<file path="src/rtl/rr_hold_arbiter.sv">
`default_nettype none
// ============================================================================
//  Module   : rr_hold_arbiter
//  Brief    : Registered round-robin arbiter with grant locking and a bounded
//             hold time; the owner is forced off after MAX_HOLD cycles.
//  Revision : 1.0 - initial release
// ============================================================================
module rr_hold_arbiter #(
  parameter  int NUM_PORTS = 4,
  parameter  int MAX_HOLD  = 16,
  localparam int IDX_W     = (NUM_PORTS > 1) ? $clog2(NUM_PORTS) : 1,
  localparam int CNT_W     = $clog2(MAX_HOLD + 1)
) (
  input  logic                 clk_i,
  input  logic                 rst_i,
  input  logic [NUM_PORTS-1:0] req_i,
  output logic [NUM_PORTS-1:0] grant_o,
  output logic [IDX_W-1:0]     grant_idx_o,
  output logic                 busy_o,
  output logic                 timeout_o
);

  typedef enum logic [0:0] {
    ST_IDLE  = 1'b0,
    ST_GRANT = 1'b1
  } state_t;

  localparam logic [CNT_W-1:0] c_max_hold = CNT_W'(MAX_HOLD);
  localparam logic [CNT_W-1:0] c_cnt_one  = CNT_W'(1);
  localparam logic [IDX_W-1:0] c_last_rst = IDX_W'(NUM_PORTS - 1);

  state_t               r_state;
  logic [NUM_PORTS-1:0] r_grant;
  logic [IDX_W-1:0]     r_idx;
  logic [IDX_W-1:0]     r_last;
  logic [CNT_W-1:0]     r_hold_cnt;
  logic                 r_busy;
  logic                 r_timeout;

  logic                 w_owner_req;
  logic                 w_at_limit;
  logic                 w_keep;
  logic                 w_forced;
  logic [NUM_PORTS-1:0] w_cand;
  logic                 w_found;
  logic [IDX_W-1:0]     w_win;
  logic [NUM_PORTS-1:0] w_win_oh;

  // Owner's request is read through the one-hot grant, so no decode of r_idx.
  always_comb begin
    w_owner_req = |(req_i & r_grant);
    w_at_limit  = (r_hold_cnt == c_max_hold);
    w_keep      = (r_state == ST_GRANT) && w_owner_req && !w_at_limit;
    w_forced    = (r_state == ST_GRANT) && w_owner_req && w_at_limit;
    w_cand      = w_forced ? (req_i & ~r_grant) : req_i;
  end

  // Circular scan starting one past the last winner.
  always_comb begin : arb_scan
    int                 pos;
    logic [IDX_W-1:0]   pos_idx;
    w_found = 1'b0;
    w_win   = '0;
    pos     = 0;
    pos_idx = '0;
    for (int k = 1; k <= NUM_PORTS; k++) begin
      pos     = (int'(r_last) + k) % NUM_PORTS;
      pos_idx = IDX_W'(pos);
      if (!w_found && w_cand[pos_idx]) begin
        w_found = 1'b1;
        w_win   = pos_idx;
      end
    end
  end

  always_comb begin
    w_win_oh        = '0;
    w_win_oh[w_win] = 1'b1;
  end

  // Any cycle that does not keep the current owner is an arbitration cycle,
  // which covers IDLE, voluntary release and forced release alike.
  always_ff @(posedge clk_i) begin
    if (rst_i) begin
      r_state    <= ST_IDLE;
      r_grant    <= '0;
      r_idx      <= '0;
      r_last     <= c_last_rst;
      r_hold_cnt <= '0;
      r_busy     <= 1'b0;
      r_timeout  <= 1'b0;
    end else begin
      r_timeout <= w_forced;
      if (w_keep) begin
        r_hold_cnt <= r_hold_cnt + c_cnt_one;
      end else if (w_found) begin
        r_state    <= ST_GRANT;
        r_grant    <= w_win_oh;
        r_idx      <= w_win;
        r_last     <= w_win;
        r_hold_cnt <= c_cnt_one;
        r_busy     <= 1'b1;
      end else begin
        r_state    <= ST_IDLE;
        r_grant    <= '0;
        r_hold_cnt <= '0;
        r_busy     <= 1'b0;
      end
    end
  end

  assign grant_o     = r_grant;
  assign grant_idx_o = r_idx;
  assign busy_o      = r_busy;
  assign timeout_o   = r_timeout;

endmodule
`default_nettype wire
</file>
<file path="config.mk">
export PLATFORM = sky130hd
export DESIGN_NAME = rr_hold_arbiter
export DESIGN_NICKNAME = d
export VERILOG_FILES = /design/src/rtl/rr_hold_arbiter.sv
export SDC_FILE = /design/constraint.sdc
export NUM_CORES = 1
export LEC_CHECK = 0
export CORE_MARGIN = 1
export CORE_UTILIZATION = 56
export CTS_BUF_LIST = sky130_fd_sc_hd__clkbuf_8
export CTS_CLUSTER_DIAMETER = 60
export DETAILED_ROUTE_END_ITERATION = 8
export DONT_BUFFER_PORTS = 1
export PLACE_DENSITY_LB_ADDON = 0.2
export SYNTH_ARGS = -nofsm -noshare
export SYNTH_HDL_FRONTEND = slang
export SYNTH_SLANG_ARGS = --single-unit
</file>
<file path="constraint.sdc">
create_clock -name clk_i -period 4.9 [get_ports clk_i]
set_input_delay 1.225 -clock clk_i [delete_from_list [all_inputs] [get_ports clk_i]]
set_output_delay 1.225 -clock clk_i [all_outputs]
set_load 0.01 [all_outputs]
</file>
# Word level (Yosys, flattened, before mapping)
# Index checks and enable logic that the tools add are counted.
[classes]
add_sub_neg = 5
order_cmp = 6
eq_ne = 1
n_mux = 23
bitwise_logic = 4
n_reduce_logical = 13
[ops]
columns = ["operator", "n"]
rows = [
  ["< comparator 2 x 3 -> 1 bit, second input constant", 5],
  ["two-way mux 1 bit", 11],
  ["bitwise AND 4 bit", 2],
  ["binary-select mux 1 bit (select 2 bit)", 4],
  ["two-way mux 2 bit", 4],
  ["two-way mux 4 bit", 2],
  ["logical AND 1 bit", 7],
  ["adder 5 x 1 -> 5 bit, second input constant", 1],
  ["== test 5 bit, second input constant", 1],
  ["two-way mux 5 bit", 1],
  ["adder 2 x 1 -> 2 bit, second input constant", 2],
  ["adder 2 bit, second input constant", 2],
  ["logical NOT 1 bit", 4],
  ["inverter 4 bit", 1],
  ["OR reduction 4 bit", 1],
  ["demux 1 bit (select 2 bit)", 1],
  [">= comparator 2 x 1 -> 1 bit, second input constant", 1],
  ["AND reduction 2 bit", 1],
  ["inverter 1 bit", 1],
]
[word_totals]
ff_bits = 15
in_bits = 6
out_inout_bits = 8
elab_cells = 58

# Logic depth before layout (Yosys ltp)
[logic_depth]
word_depth = 22
depth_mapped = 7
depth_no_buf = 7

# Worst setup path after synthesis
# OpenSTA, ideal clock, no wires.
[synth_path]
path_kind = "input-to-reg"
from = "in req_i[1]"
to = "reg r_grant[2], in the netlist grant_o[2]"
setup_time_ps = 117
arrival_time_ps = 2329
required_time_ps = 4783
slack_ps = 2453
path_stages = 5
n_path_buf = 0
path_cell_list = "nor4_1 -> a21oi_1 -> o31ai_2 -> nor2_1 -> a32o_1"
[synth_via]
elab_chain_cells = 22
elab_cells_between_ends = 35
classes_between = "order compare: 2; mux: 20; bitwise: 2; reduce/logical: 11"
[synth_lines]
columns = ["item", "line", "rtl"]
rows = [
  ["start: declaration", "16", "input logic [NUM_PORTS-1:0] req_i,"],
  ["bitwise AND 4 bit", "51", "w_owner_req = |(req_i & r_grant);"],
  ["OR reduction 4 bit", "51", ""],
  ["logical AND 1 bit", "53, 54", ""],
  ["logical AND 1 bit", "54", "w_forced = (r_state == ST_GRANT) && w_owner_req && w_at_limit;"],
  ["two-way mux 4 bit", "55", "w_cand = w_forced ? (req_i & ~r_grant) : req_i;"],
  ["binary-select mux 1 bit (select 2 bit)", "69", "if (!w_found && w_cand[pos_idx]) begin"],
  ["two-way mux 1 bit (implied by the code)", "69", ""],
  ["two-way mux 1 bit", "69", ""],
  ["(+6 left out)", "-", ""],
  ["logical NOT 1 bit", "69", ""],
  ["logical AND 1 bit", "69", ""],
  ["two-way mux 2 bit", "69", ""],
  ["< comparator 2 x 3 -> 1 bit (implied by the code) / >= comparator 2 x 1 -> 1 bit (equally long branches)", "78", "w_win_oh[w_win] = 1'b1;"],
  ["logical AND 1 bit (implied by the code)", "78", ""],
  ["two-way mux 1 bit (implied by the code)", "78", ""],
  ["demux 1 bit (select 2 bit)", "78", ""],
  ["two-way mux 4 bit", "96", "end else if (w_found) begin"],
  ["end signal: assignment", "98", "r_grant <= w_win_oh;"],
  ["end: declaration", "33", "logic [NUM_PORTS-1:0] r_grant;"],
]
# Several ways; a longest one is shown, not always the timed one. The select of a mux whose other input is x is not followed.
# A chain may end at the register's enable or synchronous reset.

# Final worst setup path
# Same ends and word-level chain as after synthesis.

==> flow_metrics.env <==
export IMPL_die_area_sq_um=1570
export IMPL_p_int_uw=211
export IMPL_ir_worst_vdd_uv=203
export IMPL_synthesis_area_sq_um=792
export IMPL_portBuffers=0
export IMPL_avgSynthCellArea_sq_um=9.10
export IMPL_yosysSeqAreaShare_pct=37.9
export IMPL_clk_pin_slew_ns=0.06
export IMPL_fin_ws_ns=2.44
export IMPL_drt_total_wl_microns=1770
export IMPL_finalHoldViolCount=0
export IMPL_syn_to_final_growth_pct=6.95
export IMPL_routabilityCongestion=0.805
export IMPL_insertion_delay_ns=0.24
export IMPL_diodes=0
export IMPL_ff_latch_area_sq_um=300
export IMPL_path_buf_inv=0
export IMPL_start_util_pct=60.9
export IMPL_io_pins=14
export IMPL_power_uw=302
export IMPL_worst_slew_pin_slew_ns=0.612
export IMPL_synthDistinctLibCells=41
export IMPL_h_tree_depth=1
export IMPL_finalCriticalPeriod_ns=2.46
export IMPL_drc=0
export IMPL_clockBufferDepth=2
export IMPL_comb_power_share_pct=17.9
export IMPL_yosysWarnings=0
export IMPL_cp_end_kind="flop"
export IMPL_core_sq_um=1300
export IMPL_num_fill_cells=118
export IMPL_track_usage_pct=28.2
export IMPL_fmax_mhz=407
export IMPL_multi_input_area_sq_um=449
export IMPL_critPathTopFamily="compound AO/OA/AOI/OAI gates"
export IMPL_grt_max_degree=10
export IMPL_grt_pass1_vias=654
export IMPL_die_y_microns=39.6
export IMPL_viasPerCell=6.55
export IMPL_switchingPower_uw=90.1
export IMPL_grt_pass1_wl_microns=2910
export IMPL_post_drt_wl_per_cell_microns=17.0
export IMPL_rows=13
export IMPL_cp_max_fo=8
export IMPL_final_area_sq_um=847
export IMPL_hp_class="reg2reg"
export IMPL_seq_power_share_pct=49.7
export IMPL_sw_frac_of_total_pct=29.9
export IMPL_powerDensity_nw_per_um2=356
export IMPL_fin_skew_ns=0.00132
export IMPL_rsz0062_at_grt="no"
export IMPL_cts_resized=0
export IMPL_fin_nets=98
export IMPL_crit_chain="nor4_1 -> a21oi_1 -> o31ai_2 -> nor2_1 -> a32o_1"
export IMPL_cp_arrival_ns=2.60
export IMPL_cts_tree="built"
export IMPL_drv_slew=0
export IMPL_cts_root_buffer="clkbuf_8"
export IMPL_placed_cells=100
export IMPL_post_place_ws_ns=2.26
export IMPL_post_cts_buffers=0
export IMPL_syn_nets=95
export IMPL_critical_path_class="in2reg"
export IMPL_critPathLaunchType="primary input"
export IMPL_numCtsBuffers=3
export IMPL_cp_slowest_cell="o31ai_2"
export IMPL_ys_ff_latch=15
export IMPL_drive_above_1_share_pct=11.2
export IMPL_layout_cells_non_filler=104
export IMPL_cts_hold_buffers=0
export IMPL_status="finished, final reports clean"
export IMPL_required_ns=5.04
export IMPL_drt_iter0_markers=24
export IMPL_vias=681
export IMPL_grt_ovfl_total=0
export IMPL_setup_viol=0
export IMPL_syn_inst=87
export IMPL_place_hpwl_microns=1280
export IMPL_post_route_period_util_pct=50.2
export IMPL_slew_headroom_pct=58.9
export IMPL_clockPowerShare_pct=32.4
export IMPL_die_w_microns=39.6
export IMPL_place_area_sq_um=802
export IMPL_cpPeakStageDelay_ns=0.54
export IMPL_p_leak_uw=0.000310
export IMPL_clkSinkCount=15
export IMPL_antenna_left=0
export IMPL_dr_pass1_iters=4
export IMPL_setup_tns_ns=0
export IMPL_cap_violations=0
export IMPL_antenna_found_initial=0
## cell type report
type,instances,share of cell area (%)
inverter,9,3.99
clock buffer,3,4.87
sequential,15,35.5
clock inverter,1,0.443
multi-input combinational,61,53.0
tap,15,2.22
## registers in the layout, indices dropped and copies added (netlist names)
| register | count |
|---|---|
| r_hold_cnt | 5 |
| grant_o | 4 |
| timeout_o | 1 |
| r_last | 2 |
| busy_o | 1 |
| grant_idx_o | 2 |
## worst paths after layout
| kind | from | to | slack (ns) | depth (start not counted) |
|---|---|---|---|---|
| setup reg to reg | r_hold_cnt[0] | grant_o[2] | 2.86 | 7 |
| setup / recovery | req_i[1] | grant_o[2] | 2.44 | 5 |
| hold / removal | grant_idx_o[1] | grant_idx_o[1] | 0.50 | 2 |
| hold reg to reg | grant_idx_o[1] | grant_idx_o[1] | 0.50 | 2 |
## Yosys cell counts (all sizes together)
| master | n | area (sq um) |
|---|---|---|
| nor2 | 7 | 26.3 |
| dfxtp | 15 | 300 |
| ha | 2 | 25.0 |
| nand4b | 1 | 8.76 |
| inv | 9 | 33.8 |
| nor3 | 1 | 5.00 |
| xor2 | 2 | 17.5 |
| o31ai | 1 | 12.5 |
| and4bb | 1 | 16.3 |
| xnor2 | 1 | 8.76 |
| and3 | 2 | 17.5 |
| or3 | 1 | 6.26 |
| a211oi | 3 | 40.0 |
| a22o | 2 | 17.5 |
| o221ai | 1 | 8.76 |
| o41ai | 2 | 25.0 |
| o31a | 1 | 8.76 |
| o22ai | 3 | 18.8 |
| o21a | 1 | 7.51 |
| clkbuf | 2 | 8.75 |
| nand2 | 6 | 22.5 |
| nor2b | 1 | 6.26 |
| o21ai | 3 | 18.8 |
| nor4 | 1 | 6.26 |
| and2 | 1 | 6.26 |
| nand3 | 3 | 15.0 |
| a22oi | 1 | 7.51 |
| a21oi | 3 | 15.0 |
| a31oi | 2 | 12.5 |
| nand4bb | 1 | 11.3 |
| o211ai | 3 | 22.5 |
| o32ai | 1 | 8.76 |
| a32o | 2 | 20.0 |
| nand2b | 1 | 6.26 |
## worst min-delay path, cell delays in order (launching register included)
cell	delay (ns)
dfxtp_1	0.34
nand2_1	0.06
a21oi_1	0.06
## layer usage
metal	share of wire, %	global-route usage [%]
met3	8.6	6.82
met1	44	35.5
met4	0.96	10.3
met2	46	45.9
met5	0	0
## cell usage in the layout (no fill, tap or decap), types with 2 or more instances in the layout
master     n
dfxtp_1   15
inv_1     10
nor2_1     7
nand2_1    6
o211ai_1   3
o22ai_1    3
a21oi_1    3
nand3_1    3
clkbuf_8   3
a22o_1     2
a31oi_1    2
a32o_1     2
xor2_1     2
ha_1       2
## logic make-up (layout without fill, tap and decap cells)
| group | Yosys count | count (layout) | synth area share [%] |
|---|---|---|---|
| xor gates and xnor gates | 3 | 3 | 3.32 |
| buffers and inverters | 11 | 13 | 5.37 |
| and+or+nand+nor | 27 | 27 | 19.4 |
| adders and majority gates | 2 | 2 | 3.16 |
| AOI/OAI and AO/OA | 29 | 29 | 30.8 |
| DFF | 15 | 15 | 37.9 |
## metrics by stage
step | util, % | hold slack, ns
after CTS | 65.1 | 0.496
after global placement | 61.6 | 0.489
final | 65.1 | 0.498
after global routing | 65.1 | 0.538
after detailed placement | 61.6 | 0.487
after floorplan | - | 0.481
## power by group through the flow
stage	clock [uW]	sequential (uW)	combinational, uW
floorplan	0	148	46.2
global placement	0	152	51.3
detailed placement	0	152	52.7
CTS	99.4	150	53.6
global route	104	152	60.0
finish	97.6	150	54.1
No activity file was read; power rests on OpenSTA's default activity.
